==> config.mk <==
export PLATFORM = sky130hd
export DESIGN_NAME = mem_port_arbiter_flat
export DESIGN_NICKNAME = d
export VERILOG_FILES = /design/src/rtl/mem_port_arbiter_pkg.sv /design/src/rtl/mem_port_arbiter_if.sv /design/src/rtl/mem_arb_prio.sv /design/src/rtl/mem_port_arbiter.sv /design/src/flat_wrapper.sv
export SDC_FILE = /design/constraint.sdc
export NUM_CORES = 1
export LEC_CHECK = 0
export ABC_AREA = 1
export CAP_MARGIN = 5
export CELL_PAD_IN_SITES_DETAIL_PLACEMENT = 2
export CELL_PAD_IN_SITES_GLOBAL_PLACEMENT = 2
export CORE_MARGIN = 2
export CORE_UTILIZATION = 10
export DETAILED_ROUTE_END_ITERATION = 10
export PLACE_DENSITY = 0.95
export RECOVER_POWER = 100
export SYNTH_ARGS = -nofsm -noshare
export SYNTH_HDL_FRONTEND = slang
export SYNTH_SLANG_ARGS = --single-unit
export TNS_END_PERCENT = 30
==> constraint.sdc <==
create_clock -name clk -period 3.87 [get_ports clk]
set_input_delay 0.774 -clock clk [delete_from_list [all_inputs] [get_ports clk]]
set_output_delay 0.774 -clock clk [all_outputs]
set_load 0.05 [all_outputs]
==> src/rtl/mem_port_arbiter_pkg.sv <==
// Shared widths, the response-owner encoding and the default fetch-streak limit
// for the FE/MEM single-port RAM arbiter.
// Optional build macro: MEM_ARB_STATS_EN (adds stall / forced-grant counters).
package mem_port_arbiter_pkg;

    localparam int DBITS          = 32;
    localparam int ADDR_BITS      = 16;
    localparam int WORD_BITS      = 2;
    localparam int RAM_ABITS      = ADDR_BITS - WORD_BITS;
    localparam int BE_BITS        = DBITS / 8;
    localparam int STREAK_BITS    = 4;
    localparam int MAX_STREAK_DEF = 4;

    typedef enum logic [1:0] {
        OWN_NONE = 2'd0,
        OWN_FE   = 2'd1,
        OWN_DM   = 2'd2
    } owner_e;

    // RAM word address; the byte-offset bits are dropped, never trapped.
    function automatic logic [RAM_ABITS-1:0] word_addr(input logic [ADDR_BITS-1:0] a);
        return a[ADDR_BITS-1:WORD_BITS];
    endfunction

endpackage

==> src/rtl/mem_port_arbiter_if.sv <==
// Request/response and RAM-side bus of the FE/MEM memory port arbiter.
// master = pipeline + RAM side, slave = arbiter.
// Optional build macro: MEM_ARB_STATS_EN (adds stat_fe_stall / stat_forced).
interface mem_port_arbiter_if;
    import mem_port_arbiter_pkg::*;

    logic                 fe_req_valid;
    logic [ADDR_BITS-1:0] fe_req_addr;
    logic                 fe_req_ready;
    logic                 fe_flush;
    logic                 fe_rsp_valid;
    logic [DBITS-1:0]     fe_rsp_data;

    logic                 dm_req_valid;
    logic                 dm_req_we;
    logic [ADDR_BITS-1:0] dm_req_addr;
    logic [DBITS-1:0]     dm_req_wdata;
    logic [BE_BITS-1:0]   dm_req_be;
    logic                 dm_req_ready;
    logic                 dm_rsp_valid;
    logic [DBITS-1:0]     dm_rsp_data;

    logic                 ram_en;
    logic                 ram_we;
    logic [RAM_ABITS-1:0] ram_addr;
    logic [BE_BITS-1:0]   ram_be;
    logic [DBITS-1:0]     ram_wdata;
    logic [DBITS-1:0]     ram_rdata;

`ifdef MEM_ARB_STATS_EN
    logic [31:0]          stat_fe_stall;
    logic [31:0]          stat_forced;
`endif

    modport master (
        output fe_req_valid, fe_req_addr, fe_flush,
        output dm_req_valid, dm_req_we, dm_req_addr, dm_req_wdata, dm_req_be,
        output ram_rdata,
        input  fe_req_ready, fe_rsp_valid, fe_rsp_data,
        input  dm_req_ready, dm_rsp_valid, dm_rsp_data,
        input  ram_en, ram_we, ram_addr, ram_be, ram_wdata
`ifdef MEM_ARB_STATS_EN
        , input stat_fe_stall, stat_forced
`endif
    );

    modport slave (
        input  fe_req_valid, fe_req_addr, fe_flush,
        input  dm_req_valid, dm_req_we, dm_req_addr, dm_req_wdata, dm_req_be,
        input  ram_rdata,
        output fe_req_ready, fe_rsp_valid, fe_rsp_data,
        output dm_req_ready, dm_rsp_valid, dm_rsp_data,
        output ram_en, ram_we, ram_addr, ram_be, ram_wdata
`ifdef MEM_ARB_STATS_EN
        , output stat_fe_stall, stat_forced
`endif
    );

endinterface

==> src/rtl/mem_arb_prio.sv <==
// Grant decision between fetch and data plus the starvation streak counter.
// Data wins by default; once MAX_STREAK data grants have been taken while fetch
// was waiting, the next contended cycle goes to fetch.
module mem_arb_prio
    import mem_port_arbiter_pkg::*;
#(
    parameter int MAX_STREAK = MAX_STREAK_DEF
) (
    input  logic                   clk,
    input  logic                   reset,
    input  logic                   i_fe_valid,
    input  logic                   i_fe_flush,
    input  logic                   i_dm_valid,
    output logic                   o_fe_grant,
    output logic                   o_dm_grant,
    output logic                   o_forced,
    output logic [STREAK_BITS-1:0] o_streak
);

    localparam logic [STREAK_BITS-1:0] LP_MAX = STREAK_BITS'(MAX_STREAK);

    logic [STREAK_BITS-1:0] r_streak;
    logic                   w_fe_req;
    logic                   w_fe_turn;

    // A flushed fetch does not compete at all.
    assign w_fe_req  = i_fe_valid && !i_fe_flush;
    assign w_fe_turn = (r_streak == LP_MAX);

    // One grant per cycle; nothing is granted while reset is held.
    always_comb begin
        o_fe_grant = 1'b0;
        o_dm_grant = 1'b0;
        if (!reset) begin
            if (w_fe_req && (!i_dm_valid || w_fe_turn)) begin
                o_fe_grant = 1'b1;
            end else if (i_dm_valid) begin
                o_dm_grant = 1'b1;
            end
        end
    end

    assign o_forced = o_fe_grant && i_dm_valid;
    assign o_streak = r_streak;

    // Count data grants that made a live fetch wait; a flush cycle holds the count.
    always_ff @(posedge clk) begin
        if (reset) begin
            r_streak <= '0;
        end else if (!i_fe_valid || o_fe_grant) begin
            r_streak <= '0;
        end else if (o_dm_grant && !i_fe_flush && (r_streak < LP_MAX)) begin
            r_streak <= r_streak + 1'b1;
        end
    end

endmodule

==> src/rtl/mem_port_arbiter.sv <==
// Shares one single-port synchronous RAM (1-cycle read latency) between the
// FE stage and the MEM stage, and routes each read response to its owner.
// Optional build macro: MEM_ARB_STATS_EN (saturating stall / forced-grant counters).
//
// rsp_owner | meaning
// ----------+----------------------------------------------------
// OWN_NONE  | no read in flight (idle, store, or reset)
// OWN_FE    | fetch read in flight; dropped if fe_flush is high now
// OWN_DM    | load read in flight; returned on dm_rsp_*
module mem_port_arbiter
    import mem_port_arbiter_pkg::*;
#(
    parameter int MAX_STREAK = MAX_STREAK_DEF
) (
    input  logic              clk,
    input  logic              reset,
    mem_port_arbiter_if.slave bus
);

    logic                   w_fe_grant;
    logic                   w_dm_grant;
    logic                   w_forced;
    logic [STREAK_BITS-1:0] w_streak;
    logic                   w_store;
    owner_e                 r_rsp_owner;
    owner_e                 w_owner_next;
    logic                   w_unused;

    mem_arb_prio #(
        .MAX_STREAK (MAX_STREAK)
    ) u_prio (
        .clk        (clk),
        .reset      (reset),
        .i_fe_valid (bus.fe_req_valid),
        .i_fe_flush (bus.fe_flush),
        .i_dm_valid (bus.dm_req_valid),
        .o_fe_grant (w_fe_grant),
        .o_dm_grant (w_dm_grant),
        .o_forced   (w_forced),
        .o_streak   (w_streak)
    );

    assign bus.fe_req_ready = w_fe_grant;
    assign bus.dm_req_ready = w_dm_grant;
    assign w_store          = w_dm_grant && bus.dm_req_we;

    // The granted request drives the RAM in the same cycle.
    always_comb begin
        bus.ram_en    = w_fe_grant || w_dm_grant;
        bus.ram_we    = w_store;
        bus.ram_addr  = w_fe_grant ? word_addr(bus.fe_req_addr) : word_addr(bus.dm_req_addr);
        bus.ram_be    = w_store ? bus.dm_req_be : '0;
        bus.ram_wdata = w_store ? bus.dm_req_wdata : '0;
    end

    // Response owner register.
    always_ff @(posedge clk) begin
        if (reset) begin
            r_rsp_owner <= OWN_NONE;
        end else begin
            r_rsp_owner <= w_owner_next;
        end
    end

    // Stores produce no response, so only fetch and load grants claim the slot.
    always_comb begin
        w_owner_next = OWN_NONE;
        if (w_fe_grant) begin
            w_owner_next = OWN_FE;
        end else if (w_dm_grant && !bus.dm_req_we) begin
            w_owner_next = OWN_DM;
        end
    end

    // A redirect in the response cycle kills the fetch word already on its way.
    always_comb begin
        bus.fe_rsp_valid = (r_rsp_owner == OWN_FE) && !bus.fe_flush && !reset;
        bus.dm_rsp_valid = (r_rsp_owner == OWN_DM) && !reset;
        bus.fe_rsp_data  = bus.ram_rdata;
        bus.dm_rsp_data  = bus.ram_rdata;
    end

`ifdef MEM_ARB_STATS_EN
    logic [31:0] r_stat_fe_stall;
    logic [31:0] r_stat_forced;

    // Saturating counts of stalled fetch cycles and forced fetch grants.
    always_ff @(posedge clk) begin
        if (reset) begin
            r_stat_fe_stall <= '0;
            r_stat_forced   <= '0;
        end else begin
            if (bus.fe_req_valid && !w_fe_grant && !bus.fe_flush && (r_stat_fe_stall != '1)) begin
                r_stat_fe_stall <= r_stat_fe_stall + 32'd1;
            end
            if (w_forced && (r_stat_forced != '1)) begin
                r_stat_forced <= r_stat_forced + 32'd1;
            end
        end
    end

    assign bus.stat_fe_stall = r_stat_fe_stall;
    assign bus.stat_forced   = r_stat_forced;

    assign w_unused = ^{bus.fe_req_addr[WORD_BITS-1:0], bus.dm_req_addr[WORD_BITS-1:0], w_streak};
`else
    assign w_unused = ^{bus.fe_req_addr[WORD_BITS-1:0], bus.dm_req_addr[WORD_BITS-1:0], w_streak, w_forced};
`endif

endmodule

==> src/flat_wrapper.sv <==
// flat-port wrapper written by rule: the top's interface ports become plain ports
module mem_port_arbiter_flat import mem_port_arbiter_pkg::*;
#(
    parameter int MAX_STREAK = MAX_STREAK_DEF
)
  (clk, reset, bus_fe_req_valid, bus_fe_req_addr, bus_fe_flush, bus_dm_req_valid, bus_dm_req_we, bus_dm_req_addr, bus_dm_req_wdata, bus_dm_req_be, bus_ram_rdata, bus_fe_req_ready, bus_fe_rsp_valid, bus_fe_rsp_data, bus_dm_req_ready, bus_dm_rsp_valid, bus_dm_rsp_data, bus_ram_en, bus_ram_we, bus_ram_addr, bus_ram_be, bus_ram_wdata);
  mem_port_arbiter_if bus_i ();
  input  logic clk;
  input  logic reset;
  input wire logic [$bits(bus_i.fe_req_valid)-1:0] bus_fe_req_valid;
  input wire logic [$bits(bus_i.fe_req_addr)-1:0] bus_fe_req_addr;
  input wire logic [$bits(bus_i.fe_flush)-1:0] bus_fe_flush;
  input wire logic [$bits(bus_i.dm_req_valid)-1:0] bus_dm_req_valid;
  input wire logic [$bits(bus_i.dm_req_we)-1:0] bus_dm_req_we;
  input wire logic [$bits(bus_i.dm_req_addr)-1:0] bus_dm_req_addr;
  input wire logic [$bits(bus_i.dm_req_wdata)-1:0] bus_dm_req_wdata;
  input wire logic [$bits(bus_i.dm_req_be)-1:0] bus_dm_req_be;
  input wire logic [$bits(bus_i.ram_rdata)-1:0] bus_ram_rdata;
  output wire logic [$bits(bus_i.fe_req_ready)-1:0] bus_fe_req_ready;
  output wire logic [$bits(bus_i.fe_rsp_valid)-1:0] bus_fe_rsp_valid;
  output wire logic [$bits(bus_i.fe_rsp_data)-1:0] bus_fe_rsp_data;
  output wire logic [$bits(bus_i.dm_req_ready)-1:0] bus_dm_req_ready;
  output wire logic [$bits(bus_i.dm_rsp_valid)-1:0] bus_dm_rsp_valid;
  output wire logic [$bits(bus_i.dm_rsp_data)-1:0] bus_dm_rsp_data;
  output wire logic [$bits(bus_i.ram_en)-1:0] bus_ram_en;
  output wire logic [$bits(bus_i.ram_we)-1:0] bus_ram_we;
  output wire logic [$bits(bus_i.ram_addr)-1:0] bus_ram_addr;
  output wire logic [$bits(bus_i.ram_be)-1:0] bus_ram_be;
  output wire logic [$bits(bus_i.ram_wdata)-1:0] bus_ram_wdata;
  assign bus_i.fe_req_valid = bus_fe_req_valid;
  assign bus_i.fe_req_addr = bus_fe_req_addr;
  assign bus_i.fe_flush = bus_fe_flush;
  assign bus_i.dm_req_valid = bus_dm_req_valid;
  assign bus_i.dm_req_we = bus_dm_req_we;
  assign bus_i.dm_req_addr = bus_dm_req_addr;
  assign bus_i.dm_req_wdata = bus_dm_req_wdata;
  assign bus_i.dm_req_be = bus_dm_req_be;
  assign bus_i.ram_rdata = bus_ram_rdata;
  assign bus_fe_req_ready = bus_i.fe_req_ready;
  assign bus_fe_rsp_valid = bus_i.fe_rsp_valid;
  assign bus_fe_rsp_data = bus_i.fe_rsp_data;
  assign bus_dm_req_ready = bus_i.dm_req_ready;
  assign bus_dm_rsp_valid = bus_i.dm_rsp_valid;
  assign bus_dm_rsp_data = bus_i.dm_rsp_data;
  assign bus_ram_en = bus_i.ram_en;
  assign bus_ram_we = bus_i.ram_we;
  assign bus_ram_addr = bus_i.ram_addr;
  assign bus_ram_be = bus_i.ram_be;
  assign bus_ram_wdata = bus_i.ram_wdata;
  mem_port_arbiter #(.MAX_STREAK(MAX_STREAK)) u_core (.clk(clk), .reset(reset), .bus(bus_i));
endmodule
Yosys cells after proc, flatten, opt, wreduce, memory -nomap -nowiden --
Index checks and enable logic that the tools add are counted.
Storage, ports and cells: register bits 6, input bits 106, logic and storage cells 37
Cells by class: add/subtract/negate cells 1, $lt $le $gt $ge 1, equality and inequality tests 3, mux-type cells 10, reduce and logical (&&, ||, !) cells 19
Operators with widths (number):
- 2-to-1 mux 32 bit | 1
- 2-to-1 mux 14 bit | 1
- logical AND 1 bit | 9
- 2-to-1 mux 1 bit | 6
- zero test 1 bit | 5
- adder 4 x 1 -> 4 bit (second input constant) | 1
- equality test 4 x 3 -> 1 bit (second input constant) | 1
- < comparator 4 x 3 -> 1 bit (second input constant) | 1
- 2-to-1 mux 4 bit | 1
- OR reduction 2 bit | 2
- logical OR 1 bit | 3
- equality test 2 x 1 -> 1 bit (second input constant) | 1
- equality test 2 bit (second input constant) | 1
- 2-to-1 mux 2 bit | 1

Logic depth before layout (Yosys ltp) --
Gate-level depths: netlist (run 1).
depth in word-level cells 8, gate-level depth with buffers 10, gate-level depth less buffers 9

Hierarchy --
Synthesis (run 1) repeated with hierarchy kept, for this count alone.
Second synthesis, totals: cell total of the unflattened synthesis 242, area, all modules 1355.0 sq um
Modules (own cells, without submodules):
- mem_port_arbiter | times used 1, cells each 202, area an instance 1072.3 sq um, seq. area each 40.0 sq um
- mem_arb_prio | times used 1, cells each 40, area an instance 282.8 sq um, seq. area each 80.1 sq um

Worst setup path before layout (run 1) --
OpenSTA, ideal clock, no wires.
path kind input -> output, from in bus_fe_flush, to out bus_ram_be[0], arrival 2298 ps, slack 798 ps, stages 7, cell sequence inv_1 -> nand2_1 -> o21bai_1 -> nor2_4 -> nand2_4 -> buf_6 -> nor2_1
Between the ends: longest elaborated chain between the ends 7
Ends and longest elaborated chain:
- from (decl) | RTL line flat_wrapper.sv:12 | input wire logic [$bits(bus_i.fe_flush)-1:0] bus_fe_flush;
- zero test 1 bit | RTL line mem_arb_prio.sv:27 | assign w_fe_req = i_fe_valid && !i_fe_flush;
- logical AND 1 bit | RTL line mem_arb_prio.sv:27
- logical AND 1 bit | RTL line mem_arb_prio.sv:35 | if (w_fe_req && (!i_dm_valid || w_fe_turn)) begin
- 2-to-1 mux 1 bit | RTL line mem_arb_prio.sv:35
- 2-to-1 mux 1 bit | RTL line mem_arb_prio.sv:34 | if (!reset) begin
- via bus_dm_req_ready | RTL line flat_wrapper.sv:22 | output wire logic [$bits(bus_i.dm_req_ready)-1:0] bus_dm_req_ready;
- logical AND 1 bit | RTL line mem_port_arbiter.sv:45 | assign w_store = w_dm_grant && bus.dm_req_we;
- 2-to-1 mux 4 bit | RTL line mem_port_arbiter.sv:52 | bus.ram_be = w_store ? bus.dm_req_be : '0;
- to (decl) | RTL line flat_wrapper.sv:28 | output wire logic [$bits(bus_i.ram_be)-1:0] bus_ram_be;
The timed path passes the listed nets, and every way through them passes these cells.

Final worst setup path (run 1) --
from in bus_fe_flush, to out bus_ram_addr[7]
Between the ends: longest elaborated chain between the ends 6
Ends and longest elaborated chain:
- zero test 1 bit | RTL line mem_arb_prio.sv:27
- logical AND 1 bit | RTL line mem_arb_prio.sv:27
- logical AND 1 bit | RTL line mem_arb_prio.sv:35
- 2-to-1 mux 1 bit | RTL line mem_arb_prio.sv:35
- 2-to-1 mux 1 bit | RTL line mem_arb_prio.sv:34
- 2-to-1 mux 14 bit | RTL line mem_port_arbiter.sv:51 | bus.ram_addr = w_fe_grant ? word_addr(bus.fe_req_addr) : word_addr(bus.dm_req_addr);
- to (decl) | RTL line flat_wrapper.sv:27 | output wire logic [$bits(bus_i.ram_addr)-1:0] bus_ram_addr;
Every way passes these cells.

==> results_dict.tcl, run 1 <==
set metrics [dict create \
    status "finished, final reports clean" \
    synth_area_leaders "buf_4 37%, inv_1 14%, nand2_1 14%" \
    pre_cts_slack_ns 0.145 \
    max_stage_delay_ns 0.70 \
    first_iter_violations 16 \
    initial_core_util_pct 10.3 \
    hold_viol 0 \
    setup_ws_ns 0.197 \
    synthMuxAreaShare_pct 0 \
    post_cts_resized 0 \
    finalSetupTns_ns 0 \
    clockBufferDepth 2 \
    max_freq_mhz 272 \
    vias_per_cell 3.20 \
    period_needed_ns 3.67 \
    grt_max_degree 38 \
    synth_cell_type_count 15 \
    htreeDepth 1 \
    cp.required_ns 3.10 \
    die_h_um 119 \
    portBuffers 125 \
    netlist_area_mm2 0.00131 \
    grtUsageTotal_pct 6.89 \
    coreArea_mm2 0.0127 \
    synthDominantCellAreaShare_pct 37.2 \
    grt_overflow 0 \
    maxSlewViolCount 0 \
    vias 1491 \
    worst_pin_slew_ns 0.688 \
    cp_cell_sequence "clkdlybuf4s50_1, inv_1, nand3_2, nor2_4, inv_2, nand2_1, nand2_1, clkdlybuf4s50_1" \
    numCtsBuffers 3 \
    hpwl_mm 4.46 \
    cts_hold_buffers 0 \
    fin_skew_ns 0.00171 \
    nets 404 \
    gp_congestion 0.697 \
    dr.pass1.iters 2 \
    grt_pass1_vias 1648 \
    ys_seq_elements 6 \
    syn_nets 342 \
    grt_pass1_wl_mm 8.02 \
    die_x_um 119 \
    clock_sinks 6 \
    max-vdd-ir-drop_uv 166 \
    synth-compound-area-share_pct 0.954 \
    total_leakage_power_uw 0.00113 \
    synth_top_family_by_area "buffers and inverters" \
    antenna_cells 0 \
    layout_common_cells "82 x clkdlybuf4s50_1, 50 x inv_1, 50 x nand2_1" \
    post_cts_buffers 0 \
    synth-simple-area-share_pct 32.7 \
    synthAdderAreaFrac_pct 1.91 \
    drv_cap 0 \
    hp-class "reg -> reg" \
    drt-total-wl_mm 5.02 \
    end_kind "output pin" \
    finalCritPeriodShare_pct 94.9 \
    p_total_uw 463 \
    avgSynthCellArea_um2 5.60 \
    rsz0062_at_grt "false" \
    clk_pin_slew_ns 0.03 \
    cts.root.buffer_cell "clkbuf_16" \
    yosys.area.top_type "buf_4" \
    num_rows 41 \
    slew_headroom_pct 53.9 \
    cp.arrival_ns 2.90 \
    cpMaxStageDelayCell "clkdlybuf4s50_1" \
    ant_nets 0 \
    wl_per_cell_um 10.8 \
    powerDensity_mw_per_mm2 217 \
    drcViolationCount 0 \
    antenna_found_initial 0 \
    final_common_cell "clkdlybuf4s50_1" \
    final_util_pct 16.8 \
    cts_tree "done" \
    syn2layout_area_growth_pct 62.8 \
    final_cells 466 \
    syn_inst 234 \
    yosys.area_share.xor_xnor_pct 0 \
    insertion_delay_ns 0.23 \
    seq_area_frac_synth_pct 9.16 \
    placedCellCount 463 \
    dieArea_mm2 0.0140 \
    setup-violations-final 0 \
    critPathKind "in -> out" \
    cp-start-kind "input port" \
    drive_above_1_share_pct 16.3 \
    yosys_warnings 0 \
    worstPathMaxFanout 16 \
    io-pin-count 226 \
]
[worst max-delay path: cells and delay by family]
family	cells	cell delay [ns]
AND/OR/NAND/NOR	4	0.64
buffers and inverters	4	1.48
[metal layers]
metal	GRT usage, %	wire, um	up-vias
met5	0	0	-
li1	-	-	714
met4	2.16	77	0
met1	6.00	1630	678
met3	2.61	508	13
met2	14.2	2800	86
[flip-flops by register name, indices dropped and copies added (netlist names)]
signal,cells
u_core.u_prio.o_streak,4
u_core.r_rsp_owner,2
[cells by family (layout without fill, tap and decap cells)]
| logic type | after synthesis | after routing |
|---|---|---|
| buf+inv | 120 | 180 |
| simple gates | 104 | 104 |
| flops | 6 | 6 |
| fa+ha+maj | 2 | 2 |
| compound gates | 2 | 2 |
[power breakdown]
part / switching (uW) / internal [uW]
Sequential: 0.552 / 63.4
Clock: 36.5 / 133
Combinational: 131 / 98.8
[per-stage QoR]
| stage | hold WS [ns] | cell area (um^2) |
|---|---|---|
| 2_1_floorplan | 0.430 | 1310 |
| 3_3_place_gp | 0.440 | 2270 |
| 3_5_place_dp | 0.482 | 2270 |
| 4_1_cts | 0.487 | 2340 |
| 5_1_grt | 0.516 | 2130 |
| 6_report | 0.482 | 2130 |
[synthesized netlist by cell type]
master / n
nor2_4: 2
nand2_1: 50
nor2_1: 42
dfxtp_1: 6
inv_1: 50
a21oi_1: 1
buf_4: 65
buf_6: 4
ha_1: 2
inv_2: 1
nand3_1: 6
nand3_2: 1
nor3_1: 2
nand2_4: 1
o21bai_1: 1
[final timing paths]
| path | start | endpoint | slack, ns | cells after the start |
|---|---|---|---|---|
| setup / recovery | bus_fe_flush | bus_ram_addr[7] | 0.20 | 8 |
| hold / removal | u_core.u_prio.o_streak[2]$_SDFFE_PP0P_ | u_core.u_prio.o_streak[2]$_SDFFE_PP0P_ | 0.48 | 2 |
| setup reg to reg | u_core.u_prio.o_streak[0]$_SDFFE_PP0P_ | u_core.u_prio.o_streak[1]$_SDFFE_PP0P_ | 2.40 | 9 |
| hold reg to reg | u_core.u_prio.o_streak[2]$_SDFFE_PP0P_ | u_core.u_prio.o_streak[2]$_SDFFE_PP0P_ | 0.48 | 2 |
[area by class of cell]
class                   instances  area [um^2]
fillers                      1580        10600
repair buffers                126         1070
multi-input cells             108          462
well taps                     172          215
inverters                      51          191
flip-flops and latches          6          120
clock buffers                   3         75.1
Power figures use the tool's default switching activity.
==> run 2, diff against run 1 <==
--- a/config.mk
+++ b/config.mk
@@ -9,8 +9,8 @@
 export CAP_MARGIN = 5
 export CELL_PAD_IN_SITES_DETAIL_PLACEMENT = 2
 export CELL_PAD_IN_SITES_GLOBAL_PLACEMENT = 2
-export CORE_MARGIN = 2
 export CORE_UTILIZATION = 10
+export CTS_BUF_LIST = sky130_fd_sc_hd__clkbuf_4
 export DETAILED_ROUTE_END_ITERATION = 10
 export PLACE_DENSITY = 0.95
 export RECOVER_POWER = 100
==> results_dict.tcl, run 2 (synthesized netlist as in run 1, its figures left out) <==
set metrics [dict create \
    grtUsageTotal_pct 7.37 \
    endpoint "bus_ram_addr[4]" \
    largest_reg_flops 4 \
    max_stage_delay_ns 0.70 \
    die_x_um 117 \
    gp_congestion 0.621 \
    dr.pass1.iters 2 \
    setup-violations-final 0 \
    num_rows 41 \
    end_kind "output pin" \
    drcViolationCount 0 \
    dieArea_mm2 0.0136 \
    grt_pass1_vias 1657 \
    reg2reg_slack_ns 2.40 \
    status "finished, final reports clean" \
    post_cts_buffers 0 \
    numCtsBuffers 3 \
    die_h_um 117 \
    insertion_delay_ns 0.26 \
    grt_max_degree 38 \
    post_cts_resized 0 \
    r2r-start "u_core.u_prio.o_streak[0]$_SDFFE_PP0P_" \
    hpwl_mm 4.65 \
    drt-total-wl_mm 5.30 \
    syn2layout_area_growth_pct 58.8 \
    fin_skew_ns 0.00324 \
    nets 404 \
    grt_overflow 0 \
    htreeDepth 1 \
    clock_sinks 6 \
    total_leakage_power_uw 0.00110 \
    rsz0062_at_grt "false" \
    max_freq_mhz 273 \
    period_needed_ns 3.67 \
    holdPathStages 2 \
    finalSetupTns_ns 0 \
    placedCellCount 463 \
    p_total_uw 357 \
    cp-start-kind "input port" \
    wl_per_cell_um 11.4 \
    worstReg2RegEnd "u_core.u_prio.o_streak[0]$_SDFFE_PP0P_" \
    max-vdd-ir-drop_uv 53.7 \
    initial_core_util_pct 10.3 \
    vias_per_cell 3.20 \
    portBuffers 125 \
    critPathKind "in -> out" \
    io-pin-count 226 \
    layout_common_cells "81 x clkdlybuf4s50_1, 50 x inv_1, 50 x nand2_1" \
    cp_cell_sequence "clkdlybuf4s50_1, inv_1, nand3_2, nor2_4, inv_2, nand2_1, nand2_1, clkdlybuf4s50_1" \
    maxSlewViolCount 0 \
    cts_tree "done" \
    drv_cap 0 \
    cpMaxStageDelayCell "clkdlybuf4s50_1" \
    cp.required_ns 3.10 \
    worst_pin_slew_ns 0.726 \
    finalCritPeriodShare_pct 94.8 \
    first_iter_violations 5 \
    final_common_cell "clkdlybuf4s50_1" \
    clockBufferDepth 2 \
    antenna_cells 0 \
    grt_pass1_wl_mm 7.78 \
    clk_pin_slew_ns 0.05 \
    slew_headroom_pct 51.4 \
    worstPathMaxFanout 16 \
    cts.root.buffer_cell "clkbuf_4" \
    final_cells 466 \
    cp.arrival_ns 2.89 \
    reg2reg_depth 9 \
    antenna_found_initial 0 \
    ant_nets 0 \
    cts_hold_buffers 0 \
    powerDensity_mw_per_mm2 172 \
    hold_viol 0 \
    drive_above_1_share_pct 16.3 \
    hp-class "reg -> reg" \
    coreArea_mm2 0.0127 \
    crit_start "bus_fe_flush" \
    vias 1489 \
]
==> run 2: final cells by class <==
cell class	count	area, um^2
clock buffer	3	22.5
multi-input combinational	108	462
tap	172	215
timing repair buffer	126	1070
inverter	51	191
fill	1582	10600
sequential	6	120
==> run 2: worst min path at each step <==
stage                                                       from                                     end
after floorplan           u_core.u_prio.o_streak[3]$_SDFFE_PP0P_  u_core.u_prio.o_streak[3]$_SDFFE_PP0P_
after global placement    u_core.u_prio.o_streak[3]$_SDFFE_PP0P_  u_core.u_prio.o_streak[3]$_SDFFE_PP0P_
after detailed placement  u_core.u_prio.o_streak[3]$_SDFFE_PP0P_  u_core.u_prio.o_streak[3]$_SDFFE_PP0P_
after CTS                 u_core.u_prio.o_streak[3]$_SDFFE_PP0P_  u_core.u_prio.o_streak[3]$_SDFFE_PP0P_
after global routing      u_core.u_prio.o_streak[3]$_SDFFE_PP0P_  u_core.u_prio.o_streak[3]$_SDFFE_PP0P_
final                     u_core.u_prio.o_streak[3]$_SDFFE_PP0P_  u_core.u_prio.o_streak[3]$_SDFFE_PP0P_
==> run 2: stage by stage <==
stage               hold WS [ns]  setup slack, ns  util, %  instance area [um^2]
floorplan                  0.430            0.798        -                  1310
global placement           0.442            0.193     17.3                  2200
detailed placement         0.472            0.147     17.3                  2200
CTS                        0.479            0.128     17.5                  2230
global route               0.510          0.00440     16.4                  2080
finish                     0.467            0.203     16.4                  2080
==> run 2: report_power, final <==
| group | internal (uW) | switching, uW |
|---|---|---|
| clock | 35.4 | 27.1 |
| sequential | 63.1 | 0.591 |
| combinational | 98.7 | 132 |
==> run 2: critical path, delay by kind of cell <==
kind | cells | cell delay [ns]
buf+inv | 4 | 1.47
simple gates | 4 | 0.64
==> run 2: per-layer routing <==
layer  track usage [%]  part of all wire [%]  up-vias
met5                 0                     0        -
met4              2.99                   1.7        0
met3              2.39                    11        9
met2              15.1                    57       93
met1              6.43                    31      672
li1                  -                     -      715
